### src/rtl/sort_lane_scheduler_if.sv
// Bundle between the two scale lanes, the shared package_sort datapath and the result consumer.
// master is the environment side (lanes, sorter, consumer); slave is the scheduler.
interface sort_lane_scheduler_if #(
  parameter int unsigned W = 12
);
  logic [W-1:0] a_weight;
  logic         a_valid;
  logic         a_ready;
  logic [W-1:0] b_weight;
  logic         b_valid;
  logic         b_ready;
  logic [W-1:0] sort_weight;
  logic [2:0]   grp_in;
  logic         res_valid;
  logic         res_lane;
  logic [2:0]   res_grp;
  logic         drop;
  logic [7:0]   a_cnt;
  logic [7:0]   b_cnt;
  logic         busy;

  modport master (
    output a_weight, a_valid, b_weight, b_valid, grp_in,
    input  a_ready, b_ready, sort_weight, res_valid, res_lane, res_grp, drop, a_cnt, b_cnt, busy
  );

  modport slave (
    input  a_weight, a_valid, b_weight, b_valid, grp_in,
    output a_ready, b_ready, sort_weight, res_valid, res_lane, res_grp, drop, a_cnt, b_cnt, busy
  );
endinterface

### src/rtl/sort_lane_scheduler.sv
// Time-shares one package_sort datapath between lanes A and B: round-robin grant, one framed
// weight pulse per package, lane-tagged group result and saturating per-lane package counts.
module sort_lane_scheduler #(
  parameter int unsigned W        = 12,
  parameter int unsigned HOLD_CYC = 1,
  parameter int unsigned GAP_CYC  = 1
) (
  input logic                  clk,
  input logic                  reset,
  sort_lane_scheduler_if.slave bus
);

  typedef enum logic [1:0] {StIdle, StDrive, StCapture, StGap} state_e;

  localparam int unsigned CntMax = (HOLD_CYC > GAP_CYC) ? HOLD_CYC : GAP_CYC;
  localparam int unsigned CntW   = (CntMax > 1) ? $clog2(CntMax) : 1;
  localparam logic [CntW-1:0] HoldLast = CntW'(HOLD_CYC - 1);
  localparam logic [CntW-1:0] GapLast  = CntW'(GAP_CYC - 1);

  state_e          state_q, state_d;
  logic [CntW-1:0] cnt_q, cnt_d;
  logic [W-1:0]    weight_q, weight_d;
  logic            lane_q, lane_d;
  logic            last_q, last_d;
  logic            drop_q, drop_d;
  logic            res_valid_q, res_valid_d;
  logic            res_lane_q, res_lane_d;
  logic [2:0]      res_grp_q, res_grp_d;
  logic [7:0]      a_cnt_q, a_cnt_d;
  logic [7:0]      b_cnt_q, b_cnt_d;

  logic         idle;
  logic         grant_a, grant_b;
  logic         xfer;
  logic [W-1:0] xfer_weight;

  // Readys are gated by reset too so they read 0 while reset is held.
  assign idle        = (state_q == StIdle);
  assign grant_a     = reset & idle & bus.a_valid & (~bus.b_valid | last_q);
  assign grant_b     = reset & idle & bus.b_valid & (~bus.a_valid | ~last_q);
  assign xfer        = grant_a | grant_b;
  assign xfer_weight = grant_b ? bus.b_weight : bus.a_weight;

  always_comb begin
    state_d     = state_q;
    cnt_d       = cnt_q;
    weight_d    = weight_q;
    lane_d      = lane_q;
    last_d      = last_q;
    drop_d      = 1'b0;
    res_valid_d = 1'b0;
    res_lane_d  = res_lane_q;
    res_grp_d   = res_grp_q;
    a_cnt_d     = a_cnt_q;
    b_cnt_d     = b_cnt_q;

    unique case (state_q)
      StIdle: begin
        if (xfer) begin
          last_d = grant_b;
          if (xfer_weight == '0) begin
            drop_d = 1'b1;
          end else begin
            weight_d = xfer_weight;
            lane_d   = grant_b;
            cnt_d    = HoldLast;
            state_d  = StDrive;
          end
        end
      end
      StDrive: begin
        if (cnt_q == '0) begin
          state_d = StCapture;
        end else begin
          cnt_d = cnt_q - CntW'(1);
        end
      end
      StCapture: begin
        // Sorter output is stable by now since the weight bus has already returned to 0.
        res_valid_d = 1'b1;
        res_lane_d  = lane_q;
        res_grp_d   = bus.grp_in;
        if (lane_q) begin
          b_cnt_d = (b_cnt_q == 8'hff) ? b_cnt_q : b_cnt_q + 8'd1;
        end else begin
          a_cnt_d = (a_cnt_q == 8'hff) ? a_cnt_q : a_cnt_q + 8'd1;
        end
        cnt_d   = GapLast;
        state_d = StGap;
      end
      StGap: begin
        if (cnt_q == '0) begin
          state_d = StIdle;
        end else begin
          cnt_d = cnt_q - CntW'(1);
        end
      end
      default: state_d = StIdle;
    endcase
  end

  always_ff @(posedge clk or negedge reset) begin
    if (!reset) begin
      state_q     <= StIdle;
      cnt_q       <= '0;
      weight_q    <= '0;
      lane_q      <= 1'b0;
      last_q      <= 1'b1;
      drop_q      <= 1'b0;
      res_valid_q <= 1'b0;
      res_lane_q  <= 1'b0;
      res_grp_q   <= '0;
      a_cnt_q     <= '0;
      b_cnt_q     <= '0;
    end else begin
      state_q     <= state_d;
      cnt_q       <= cnt_d;
      weight_q    <= weight_d;
      lane_q      <= lane_d;
      last_q      <= last_d;
      drop_q      <= drop_d;
      res_valid_q <= res_valid_d;
      res_lane_q  <= res_lane_d;
      res_grp_q   <= res_grp_d;
      a_cnt_q     <= a_cnt_d;
      b_cnt_q     <= b_cnt_d;
    end
  end

  assign bus.a_ready     = grant_a;
  assign bus.b_ready     = grant_b;
  assign bus.sort_weight = (state_q == StDrive) ? weight_q : '0;
  assign bus.res_valid   = res_valid_q;
  assign bus.res_lane    = res_lane_q;
  assign bus.res_grp     = res_grp_q;
  assign bus.drop        = drop_q;
  assign bus.a_cnt       = a_cnt_q;
  assign bus.b_cnt       = b_cnt_q;
  assign bus.busy        = ~idle;

endmodule

### src/flat_wrapper.sv
// flat-port wrapper written by rule: the top's interface ports become plain ports
module sort_lane_scheduler_flat 
#(
  parameter int unsigned W        = 12,
  parameter int unsigned HOLD_CYC = 1,
  parameter int unsigned GAP_CYC  = 1
)
  (clk, reset, bus_a_weight, bus_a_valid, bus_b_weight, bus_b_valid, bus_grp_in, bus_a_ready, bus_b_ready, bus_sort_weight, bus_res_valid, bus_res_lane, bus_res_grp, bus_drop, bus_a_cnt, bus_b_cnt, bus_busy);
  sort_lane_scheduler_if #(.W(W)) bus_i ();
  input logic clk;
  input logic reset;
  input wire logic [$bits(bus_i.a_weight)-1:0] bus_a_weight;
  input wire logic [$bits(bus_i.a_valid)-1:0] bus_a_valid;
  input wire logic [$bits(bus_i.b_weight)-1:0] bus_b_weight;
  input wire logic [$bits(bus_i.b_valid)-1:0] bus_b_valid;
  input wire logic [$bits(bus_i.grp_in)-1:0] bus_grp_in;
  output wire logic [$bits(bus_i.a_ready)-1:0] bus_a_ready;
  output wire logic [$bits(bus_i.b_ready)-1:0] bus_b_ready;
  output wire logic [$bits(bus_i.sort_weight)-1:0] bus_sort_weight;
  output wire logic [$bits(bus_i.res_valid)-1:0] bus_res_valid;
  output wire logic [$bits(bus_i.res_lane)-1:0] bus_res_lane;
  output wire logic [$bits(bus_i.res_grp)-1:0] bus_res_grp;
  output wire logic [$bits(bus_i.drop)-1:0] bus_drop;
  output wire logic [$bits(bus_i.a_cnt)-1:0] bus_a_cnt;
  output wire logic [$bits(bus_i.b_cnt)-1:0] bus_b_cnt;
  output wire logic [$bits(bus_i.busy)-1:0] bus_busy;
  assign bus_i.a_weight = bus_a_weight;
  assign bus_i.a_valid = bus_a_valid;
  assign bus_i.b_weight = bus_b_weight;
  assign bus_i.b_valid = bus_b_valid;
  assign bus_i.grp_in = bus_grp_in;
  assign bus_a_ready = bus_i.a_ready;
  assign bus_b_ready = bus_i.b_ready;
  assign bus_sort_weight = bus_i.sort_weight;
  assign bus_res_valid = bus_i.res_valid;
  assign bus_res_lane = bus_i.res_lane;
  assign bus_res_grp = bus_i.res_grp;
  assign bus_drop = bus_i.drop;
  assign bus_a_cnt = bus_i.a_cnt;
  assign bus_b_cnt = bus_i.b_cnt;
  assign bus_busy = bus_i.busy;
  sort_lane_scheduler #(.W(W), .HOLD_CYC(HOLD_CYC), .GAP_CYC(GAP_CYC)) u_core (.clk(clk), .reset(reset), .bus(bus_i));
endmodule
### config.mk
export PLATFORM = sky130hd
export DESIGN_NAME = sort_lane_scheduler_flat
export DESIGN_NICKNAME = d
export VERILOG_FILES = /design/src/rtl/sort_lane_scheduler_if.sv /design/src/rtl/sort_lane_scheduler.sv /design/src/flat_wrapper.sv
export SDC_FILE = /design/constraint.sdc
export NUM_CORES = 1
export LEC_CHECK = 0
export CAP_MARGIN = 25
export CORE_MARGIN = 1
export CORE_UTILIZATION = 47
export CTS_BUF_LIST = sky130_fd_sc_hd__clkbuf_4 sky130_fd_sc_hd__clkbuf_8
export CTS_CLUSTER_DIAMETER = 200
export DETAILED_ROUTE_END_ITERATION = 12
export GPL_TIMING_DRIVEN = 0
export MAX_ROUTING_LAYER = met4
export PLACE_DENSITY_LB_ADDON = 0.25
export SLEW_MARGIN = 20
export SYNTH_ARGS = -nofsm -noshare
export SYNTH_HDL_FRONTEND = slang
export SYNTH_SLANG_ARGS = --single-unit
### constraint.sdc
create_clock -name clk -period 2.3 [get_ports clk]
set_input_delay 0.23 -clock clk [delete_from_list [all_inputs] [get_ports clk]]
set_output_delay 0.23 -clock clk [all_outputs]
set_load 0.1 [all_outputs]
Word level (Yosys, flattened, before mapping)
Index checks and enable logic that the tools add are counted.
{"block": "op_classes", "addsub": 3, "n_eq_ne": 9, "mux": 15, "bitwise": 16, "n_reduce_logical": 9}
{"operator": "$mux W12", "count": 2}
{"operator": "$add A8 B1 Y8 const B", "count": 2}
{"operator": "$eq A8 B8 Y1 const B", "count": 2}
{"operator": "$logic_not A12 Y1", "count": 1}
{"operator": "$reduce_and A3 Y1", "count": 3}
{"operator": "$mux W2", "count": 4}
{"operator": "$ne A2 B2 Y1 const B", "count": 4}
{"operator": "$not A1 Y1", "count": 8}
{"operator": "$pmux W2 S4", "count": 1}
{"operator": "$mux W1", "count": 7}
{"operator": "$and A1 B1 Y1", "count": 5}
{"operator": "$eq A2 B2 Y1 const B", "count": 2}
{"operator": "$reduce_and A2 Y1", "count": 2}
{"operator": "$reduce_and A4 Y1", "count": 1}
{"operator": "$or A1 B1 Y1", "count": 3}
{"operator": "$pmux W1 S3", "count": 1}
{"operator": "$eq A2 B1 Y1 const B", "count": 1}
{"operator": "$logic_not A2 Y1", "count": 1}
{"operator": "$reduce_or A2 Y1", "count": 1}
{"operator": "$sub A1 B1 Y1 const B", "count": 1}
{"block": "word_totals", "regBits": 39, "input_bits": 31, "out_inout_bits": 37, "elab_cells": 63}

Depth between registers and ports, before layout
Gate-level depths: netlist (run 1).
{"block": "depth", "word_depth": 9, "ltp_mapped": 8}

Worst setup path before layout (run 1)
No wires, ideal clock.
{"block": "synth_path", "path_type": "register -> register", "startpoint": "register u_core.state_q[0]", "endpoint": "register u_core.weight_q[0]", "setup_time_ns": 0.125, "arrival_ns": 3.216, "slack_ns": -1.041, "path_stages_with_launch": 8, "cell_sequence": "dfrtp_1 > inv_1 > ha_1 > nand3_1 > a21oi_1 > a22o_2 > buf_6 > mux2_4"}
{"block": "synth_between", "word_cells_on_any_way": 11, "classes_between": "1 x mux; 7 x bitwise; 3 x reduce/logical"}
{"item": "start: declaration", "line_no": "sort_lane_scheduler.sv:20", "text": "state_e state_q, state_d;"}
{"item": "start signal: assignment", "line_no": "sort_lane_scheduler.sv:104", "text": "state_q <= StIdle;"}
{"item": "start signal: assignment", "line_no": "sort_lane_scheduler.sv:116", "text": "state_q <= state_d;"}
{"item": "$logic_not A2 Y1", "line_no": "sort_lane_scheduler.sv:38", "text": "assign idle = (state_q == StIdle);"}
{"item": "$and A1 B1 Y1 (3 in series)", "line_no": "sort_lane_scheduler.sv:39", "text": "assign grant_a = reset & idle & bus.a_valid & (~bus.b_valid | last_q);"}
{"item": "named net bus_a_ready", "line_no": "flat_wrapper.sv:17", "text": "output wire logic [$bits(bus_i.a_ready)-1:0] bus_a_ready;"}
{"item": "$or A1 B1 Y1", "line_no": "sort_lane_scheduler.sv:41", "text": "assign xfer = grant_a | grant_b;"}
{"item": "$reduce_and A3 Y1 (no line)"}
{"item": "end signal: assignment", "line_no": "sort_lane_scheduler.sv:118", "text": "weight_q <= weight_d;"}
{"item": "end: declaration", "line_no": "sort_lane_scheduler.sv:22", "text": "logic [W-1:0] weight_q, weight_d;"}
The timed path passes the listed nets, and every way through them passes these cells.
A chain may end at the register's enable or synchronous reset.

Final worst setup path (run 1)
{"block": "layout_path", "startpoint": "register u_core.state_q[1]", "endpoint": "output bus_sort_weight[1]"}
{"block": "layout_between", "elab_chain_len": 2}
{"item": "$eq A2 B1 Y1", "line_no": "sort_lane_scheduler.sv:132", "text": "assign bus.sort_weight = (state_q == StDrive) ? weight_q : '0;"}
{"item": "$mux W12", "line_no": "sort_lane_scheduler.sv:132"}
{"item": "end: declaration", "line_no": "flat_wrapper.sv:19", "text": "output wire logic [$bits(bus_i.sort_weight)-1:0] bus_sort_weight;"}
Every way passes these cells.

==> metrics, run 1 <==
outcome complete, no violations; Post-Synthesis Cells 160; # IOs 68; hold slack final 0.502 ns; post-synthesis mux area share 20.3%; setup violators final 0; vias in the first global route 1412; Worst Max-Slew Pin Slew 0.976 ns; Tcrit/Tclk final 95.2%; number of core rows 23; port bufs 67; initial antenna violation count 0; Synth Area in Compound Gates 4.49%; Vias/cell 5.14; Crit Path Category flip-flop to primary output; Post-Synth XOR/XNOR Area 6.29%; Overflow after GRT 0; Slew headroom 34.7%; Post-synth EDFFs 0; Adder-Cell Fraction of Synth Area 3.85%; RSZ-0062 raised after global routing false; Post-Syn Area per Cell 12.2 µm²; final hold vios 0; 1st-pass router iterations 4; number of H-tree levels 2; Req. time, crit path 2.07 ns; P&R area growth vs syn 47.1%; HP Start u_core.bus.b_cnt[6]; routability congestion estimate 0.759; Starting Density 48.7%; share of cells above drive strength 1 28.0%; most common cell after layout, fill and taps aside clkdlybuf4s50_1; leading cell types in the layout, fill and taps excluded clkdlybuf4s50_1 (51), dfrtp_1 (37), mux2_2 (20); f_max 457 MHz; Min Clock Period, post-route 2.19 ns; CTS Buf Count 5; Slew Limit Fails 0; worst setup path start u_core.state_q[1]; Antenna Nets Post-Route 0; post-route DRC violation count 0; Unique masters post-synth 32; met1 Use GR 26.5%; Core Area 0.00400 mm²; fin nets 275; RR Startpoint u_core.state_q[0]; # fillers 308; DR iter-0 viols 50; met2 Use GR 34.3%; CTS tree built; Clock Path Buffers 2; Layout Cells excl Fill 289; area of the die 0.00441 mm²; HPWL after detailed placement 3.07 mm; Netlist Area Pre-Place 0.00195 mm²; die width 66.4 µm; first-pass GRT wire length 6.69 mm; prevailing post-synth register cell dfrtp_1; die height 66.4 µm; register area 952 µm²; crit path capture type primary output; GRT met3 Usage 6.03%; CTS Root Cell clkbuf_8; clk slew on worst S/H paths 0.08 ns; sequential element share of the synthesized area 48.8%; maximum number of pins on one net before global-route repair 28; Post-Syn Nets 197; Tot GR Track Use 21.9%; DR WL/cell 14.4 µm; Vias 1485; simple-gate area share of the yosys netlist 13.8%; main combinational cell family by area after synthesis multiplexers; synthesized flop and latch total 38; ys async rst share 100%; Ys Warns 0; drt total wl 4.15 mm; placed instance count 278; Final Util 71.7%; # clock sinks 38; n_diodes 0; Worst Skew 0.00637 ns; gr busiest metal met2; Critical Path AT 1.96 ns; clk_lat worst skew 0.29 ns; peak fanout along the critical path 3; Worst Hold Class flip-flop to flip-flop; area of the multi-input gates 993 µm²; CP Launch Type flip-flop; Max Cap Viol 0
## metrics by stage
stage                     worst slack, ns  setup TNS [ns]  cell area, µm²
after detailed placement           -0.379           -2.75            2750
after floorplan                  -0.00613         -0.0613            2000
after global routing               0.0149               0            2870
final                               0.111               0            2870
after global placement              -1.73          -22.88            2730
after CTS                          0.0118               0            2940
## synthesized netlist by cell type (2+ instances only)
| master | n | share of area (%) |
|---|---|---|
| dfrtp_1 | 37 | 47 |
| mux2_2 | 20 | 12 |
| and2_1 | 13 | 4.2 |
| mux2_4 | 10 | 7.7 |
| nand3_1 | 9 | 2.3 |
| nand2_1 | 8 | 1.5 |
| xnor2_1 | 7 | 3.1 |
| xor2_1 | 7 | 3.1 |
| ha_1 | 6 | 3.9 |
| inv_1 | 6 | 1.2 |
| nor4_1 | 6 | 1.9 |
| nor2_1 | 4 | 0.77 |
| and3_1 | 3 | 0.96 |
| nor3_1 | 3 | 0.77 |
| a21o_1 | 2 | 0.77 |
| clkbuf_1 | 2 | 0.39 |
| nand4_1 | 2 | 0.64 |
## routing by layer
layer	vias to the layer above	routed length, µm
met5	-	0
met4	0	46
met3	4	185
met2	49	2000
met1	713	1920
li1	719	-
## registers in the layout (all words and copies together) (netlist names)
signal                count
u_core.weight_q          12
u_core.bus.a_cnt          8
u_core.bus.b_cnt          8
u_core.bus.res_grp        3
u_core.state_q            2
u_core.bus.drop           1
u_core.bus.res_lane       1
u_core.bus.res_valid      1
u_core.lane_q             1
u_core.last_q             1
## layout make-up
cell class              instances  share of cell area, %
clock inverters                 3                   2.40
plain buffers                   4                  0.960
repair buffers                 71                   23.3
clock buffers                   5                   2.40
multi-input cells             112                   34.6
well taps                      50                   2.18
flip-flops and latches         38                   33.2
inverters                       6                  0.916
## worst max-delay path: stages, from the launching register on
cell	delay (ns)
dfrtp_1	0.40
inv_2	0.10
ha_1	0.18
and2_1	0.13
dlygate4sd2_1	0.85
## cell families after synthesis
group / count (synthesis)
simple gates: 50
flops: 38
mux: 32
xor+xnor: 14
compound gates: 10
buf+inv: 10
fa+ha+maj: 6
## path summary, 6_finish.rpt
| kind | end | slack [ns] | cells past startpoint |
|---|---|---|---|
| max | bus_sort_weight[1] | 0.11 | 4 |
| min | u_core.bus.b_cnt[6] | 0.50 | 1 |
| max reg2reg | u_core.bus.a_cnt[1] | 0.26 | 6 |
| min reg2reg | u_core.bus.b_cnt[6] | 0.50 | 1 |
| max in group asynchronous | u_core.bus.b_cnt[0] | 1.02 | 3 |
| min in group asynchronous | u_core.weight_q[7] | 0.53 | 4 |
## repair_timing
item	4_1_cts	5_1_grt
resized for setup	39	22
buffers inserted	0	0
endpoints found under the hold margin	10	0
setup endpoints to repair	15	11
hold buffers	3	0
Power of run 1 is left out: the tool's default activity adds up to more than one toggle a clock period on the data nets, which glitch-free logic cannot reach.
==> run 2: changes to the inputs <==
--- a/config.mk
+++ b/config.mk
@@ -13,7 +13,8 @@
 export DETAILED_ROUTE_END_ITERATION = 12
 export GPL_TIMING_DRIVEN = 0
 export MAX_ROUTING_LAYER = met4
-export PLACE_DENSITY_LB_ADDON = 0.25
+export PLACE_DENSITY = 0.83
+export SETUP_SLACK_MARGIN = 0.4
 export SLEW_MARGIN = 20
 export SYNTH_ARGS = -nofsm -noshare
 export SYNTH_HDL_FRONTEND = slang
==> constraint.sdc (replaced) <==
create_clock -name clk -period 2.4 [get_ports clk]
set_input_delay 0.24 -clock clk [delete_from_list [all_inputs] [get_ports clk]]
set_output_delay 0.24 -clock clk [all_outputs]
set_load 0.1 [all_outputs]
==> run 2 against run 1 <==
Effect of this change: register-to-register slack improved by 0.27 ns; core utilization shrank 0.44 points; clock skew fell by 0.0020 ns; sequential share of layout area up 0.56 points; via count shrank 0.13%; highest routed layer unchanged; clock-buffer cell count grew 2; critical endpoint is now bus_drop; global-route usage fell by 1.5 points; non-clock buffer count fell by 1; critical path type unchanged.
==> metrics, run 2 (synthesis gave the netlist of run 1 again) <==
outcome complete, no violations; Req. time, crit path 2.16 ns; CTS Buf Count 5; CP max stage delay 1.12 ns; Tcrit/Tclk final 82.1%; RR Startpoint u_core.state_q[1]; met2 wire length 1.92 mm; Tot GR Track Use 20.4%; Worst Skew 0.00442 ns; peak fanout along the critical path 1; post-route cell area 0.00285 mm²; # IOs 68; Vias 1483; met3 WL 190 µm; fin nets 274; routability congestion estimate 0.760; # clock sinks 38; n_diodes 0; delay-heaviest family, CP buffers and inverters; top layer in use met4; DR WL/cell 13.6 µm; Worst Max-Slew Pin Slew 0.977 ns; RSZ-0062 raised after global routing false; most common cell after layout, fill and taps aside clkdlybuf4s50_1; Antenna Nets Post-Route 0; flop2flop setup slack 0.53 ns; initial antenna violation count 0; final setup TNS 0 ns; final hold vios 0; max reg flops 12; die height 66.4 µm; Worst Hold Class primary input to asynchronous set/reset pin; Crit-path slowest cell clkdlybuf4s50_1; maximum number of pins on one net before global-route repair 25; critical path, cell by cell clkdlybuf4s50_1; vias in the first global route 1445; Crit Path Category flip-flop to primary output; die width 66.4 µm; # fillers 329; largest reg by FF count u_core.weight_q; number of H-tree levels 2; HPWL after detailed placement 2.97 mm; Max Cap Viol 0; clk_lat worst skew 0.28 ns; placed cell areas 0.00276 mm²; area of the die 0.00441 mm²; Critical Path AT 1.73 ns; leading cell types in the layout, fill and taps excluded clkdlybuf4s50_1 (30), dfrtp_1 (29), mux2_2 (20), dlygate4sd2_1 (20), and2_1 (13); Slew headroom 35.1%; clk slew on worst S/H paths 0.07 ns; CTS tree built; Clock Path Buffers 2; port bufs 67; Vias/cell 5.15; postcts setup bufs 0; Overflow after GRT 0; worst reg2reg path depth 7; CP Launch Type flip-flop; share of cells above drive strength 1 34.0%; 1st-pass router iterations 4; Slew Limit Fails 0; setup violators final 0; worst reg2reg endpoint u_core.weight_q[7]; DR iter-0 viols 57; CTS Root Cell clkbuf_8; number of core rows 23; crit path capture type primary output; post-route DRC violation count 0; P&R area growth vs syn 46.2%; drt total wl 3.91 mm; WP buf/inv 1; Min Clock Period, post-route 1.97 ns; Core Area 0.00400 mm²; first-pass GRT wire length 6.49 mm; M1 wire length 1.75 mm; f_max 507 MHz; Starting Density 48.7%
run 2: cell types whose count changed in the layout (fill, tap and decap cells not counted), moves of 4 or more:
cell,previous run,this run
dfrtp_1,37,29
buf_2,13,3
clkdlybuf4s50_1,51,30
dfrtp_2,0,8
buf_6,0,8
buf_4,0,4
dlygate4sd2_1,3,20
run 2: worst reg2reg max path: stages, from the launching register on:
cell     delay [ns]
dfrtp_1        0.38
inv_2          0.07
ha_4           0.17
nand3_2        0.06
a21o_2         0.17
buf_2          0.27
mux2_2         0.37
mux2_4         0.25
run 2: worst max path at each step:
stage	start	cells past startpoint	end
after detailed placement	reset	6	bus_b_ready
after global routing	u_core.state_q[1]	5	bus_sort_weight[9]
final	u_core.bus.drop	1	bus_drop
after CTS	u_core.bus.res_grp[2]	1	bus_res_grp[2]
after global placement	reset	4	bus_a_ready
after floorplan	u_core.state_q[1]	8	u_core.weight_q[0]
run 2: cell type report:
class	count	area [µm²]	area share, %
well taps	50	62.6	2.19
plain buffers	4	30.0	1.05
repair buffers	70	679	23.8
flip-flops and latches	38	962	33.8
clock buffers	7	90.1	3.16
clock inverters	1	5.00	0.176
multi-input cells	112	995	34.9
inverters	6	26.3	0.922
run 2: routing by layer:
metal,global-route usage (%),vias to the layer above
met2,33.7,56
met5,-,-
li1,-,717
met4,7.98,0
met3,3.79,5
met1,24.8,705
run 2: metrics by stage:
stage	util (%)	std cells	setup WS [ns]	hold WS (ns)
floorplan	-	160	0.0939	-0.0556
global placement	68.6	277	-1.63	0.467
detailed placement	68.9	278	-0.272	0.165
CTS	70.6	288	0.401	0.0296
global route	71.3	288	0.395	0.0345
finish	71.3	288	0.429	0.0369
run 2: what timing repair did:
item,in CTS,in global routing
hold buffers,2,0
setup endpoints to repair,36,23
resized for setup,103,12
endpoints found under the hold margin,13,0
Power of run 2 is left out for the same reason.
==> run 3: changes to the inputs <==
==> constraint.sdc (replaced) <==
create_clock -name clk -period 2 [get_ports clk]
set_input_delay 0.2 -clock clk [delete_from_list [all_inputs] [get_ports clk]]
set_output_delay 0.2 -clock clk [all_outputs]
set_load 0.1 [all_outputs]
==> run 3 against run 2 <==
Effect of this change: clock skew is 0.0050 ns higher; non-clock buffer count is 18 higher; routed wire length is 78% higher; critical endpoint is now u_core.weight_q[1]; clock-buffer cell count stayed put; sequential cell count stayed put; hold slack better by 0.10 ns; first-iteration DRC count is 120% higher.
==> metrics, run 3 (synthesis gave the netlist of run 1 again) <==
hold slack final 0.140 ns; vias in the first global route 1744; peak fanout along the critical path 10; CP max stage delay 0.42 ns; # IOs 68; critical path, cell by cell inv_2, ha_4, nand3_2, a21o_4, clkinvlp_4, a22o_4, buf_12, mux2_4; CTS Buf Count 5; worst reg2reg endpoint u_core.weight_q[1]; maximum number of pins on one net before global-route repair 24; Starting Density 48.7%; final hold vios 0; Vias 1739; Clock Path Buffers 2; HPWL after detailed placement 3.65 mm; most common cell after layout, fill and taps aside clkdlybuf4s50_1; Crit-path slowest cell dfrtp_1; placed cell areas 0.00287 mm²; Critical Path AT 2.12 ns; n_diodes 0; delay-heaviest family, CP buffers and inverters; Min Clock Period, post-route 1.94 ns; outcome complete, no violations; placed instance count 278; CP Launch Type flip-flop; number of core rows 23; CTS tree built; post-route DRC violation count 0; Antenna Nets Post-Route 0; Tcrit/Tclk final 97.2%; Worst Skew 0.00941 ns; Vias/cell 5.68; DR WL/cell 22.7 µm; Layout Cells excl Fill 306; area of the die 0.00441 mm²; maximum vdd drop 1.35 mV; Cell Pwr Density 1830 mW/mm²; drt total wl 6.94 mm; clk slew on worst S/H paths 0.08 ns; Core Area 0.00400 mm²; leading cell types in the layout, fill and taps excluded clkdlybuf4s50_1 (29), clkdlybuf4s15_2 (22), dfrtp_1 (21); max reg flops 12; die height 66.4 µm; 1st-pass router iterations 4; P&R area growth vs syn 78.8%; Slew Limit Fails 0; crit path capture type flip-flop; Final Util 87.1%; RSZ-0062 raised after global routing true; setup violators final 0; flop2flop setup slack 0.06 ns; DR iter-0 viols 123; P_leak 1.47 nW; Overflow after GRT 0; RR Startpoint u_core.state_q[0]; Max Cap Viol 0; Tot GR Track Use 30.2%; # clock sinks 38; CTS Root Cell clkbuf_8; clk_lat worst skew 0.29 ns; Req. time, crit path 2.17 ns; number of H-tree levels 2; die width 66.4 µm; Worst Hold Class primary input to asynchronous set/reset pin; port bufs 67; routability congestion estimate 0.874; initial antenna violation count 0; fin nets 292; Crit Path Category flip-flop to flip-flop; largest reg by FF count u_core.weight_q; share of cells above drive strength 1 64.1%; WP buf/inv 3; Slew headroom 54.1%; first-pass GRT wire length 9.21 mm; f_max 515 MHz; worst reg2reg path depth 8; Worst Max-Slew Pin Slew 0.687 ns; post-route cell area 0.00348 mm²
==> run 3: worst reg2reg max path: stages (launching register included) <==
cell and delay [ns]:
dfrtp_1 0.42, inv_2 0.13, ha_4 0.18, nand3_2 0.09, a21o_4 0.22, clkinvlp_4 0.14
a22o_4 0.19, buf_12 0.15, mux2_4 0.31
==> run 3: how the worst max path moves through the flow <==
stage,start,to,slack (ns),depth (start not counted)
final,u_core.state_q[0],u_core.weight_q[1],0.06,8
after detailed placement,u_core.state_q[1],bus_sort_weight[3],-0.61,5
after global routing,u_core.state_q[0],u_core.weight_q[5],0.01,8
after global placement,reset,bus_a_ready,-1.94,4
after CTS,u_core.state_q[1],u_core.weight_q[1],0.21,8
after floorplan,u_core.state_q[1],u_core.weight_q[0],-0.31,8
==> run 3: final cells by class <==
class	count	area (µm²)
timing repair buffer	88	1040
fill	169	515
multi-input combinational	112	1210
tap	50	62.6
buffer	4	56.3
clock inverter	1	5.00
sequential	38	990
inverter	6	30.0
clock buffer	7	90.1
==> run 3: where the power goes <==
group	switching [mW]	internal (mW)	total, mW
Clock	0.273	0.292	0.565
Sequential	0.332	1.14	1.47
Combinational	2.73	1.62	4.35
Total	3.34	3.05	6.39
==> run 3: metrics by stage <==
stage / setup slack (ns) / total power, mW / TNS [ns]
CTS: 0.214 / 5.93 / 0
finish: 0.0567 / 6.39 / 0
detailed placement: -0.614 / 4.97 / -8.71
global placement: -1.94 / 4.85 / -41.07
global route: 0.0146 / 6.57 / 0
floorplan: -0.306 / 4.14 / -3.60
==> run 3: what timing repair did <==
action	in CTS	in global routing
buffers inserted	8	9
hold buffers	3	0
pin swaps	5	10
hold endpoints to repair	14	0
gates resized for setup	206	26
cloned	0	0
endpoints found under the setup margin	62	43
==> run 3: routing by layer <==
metal  GRT usage [%]  up-vias  part of all wire, %
met3            4.14       23                  3.4
met1            34.8      900                   40
met5               -        -                    0
li1                -      755                    -
met2            52.9       61                   54
met4            12.2        0                  3.1
No activity file was read; power rests on OpenSTA's default activity.
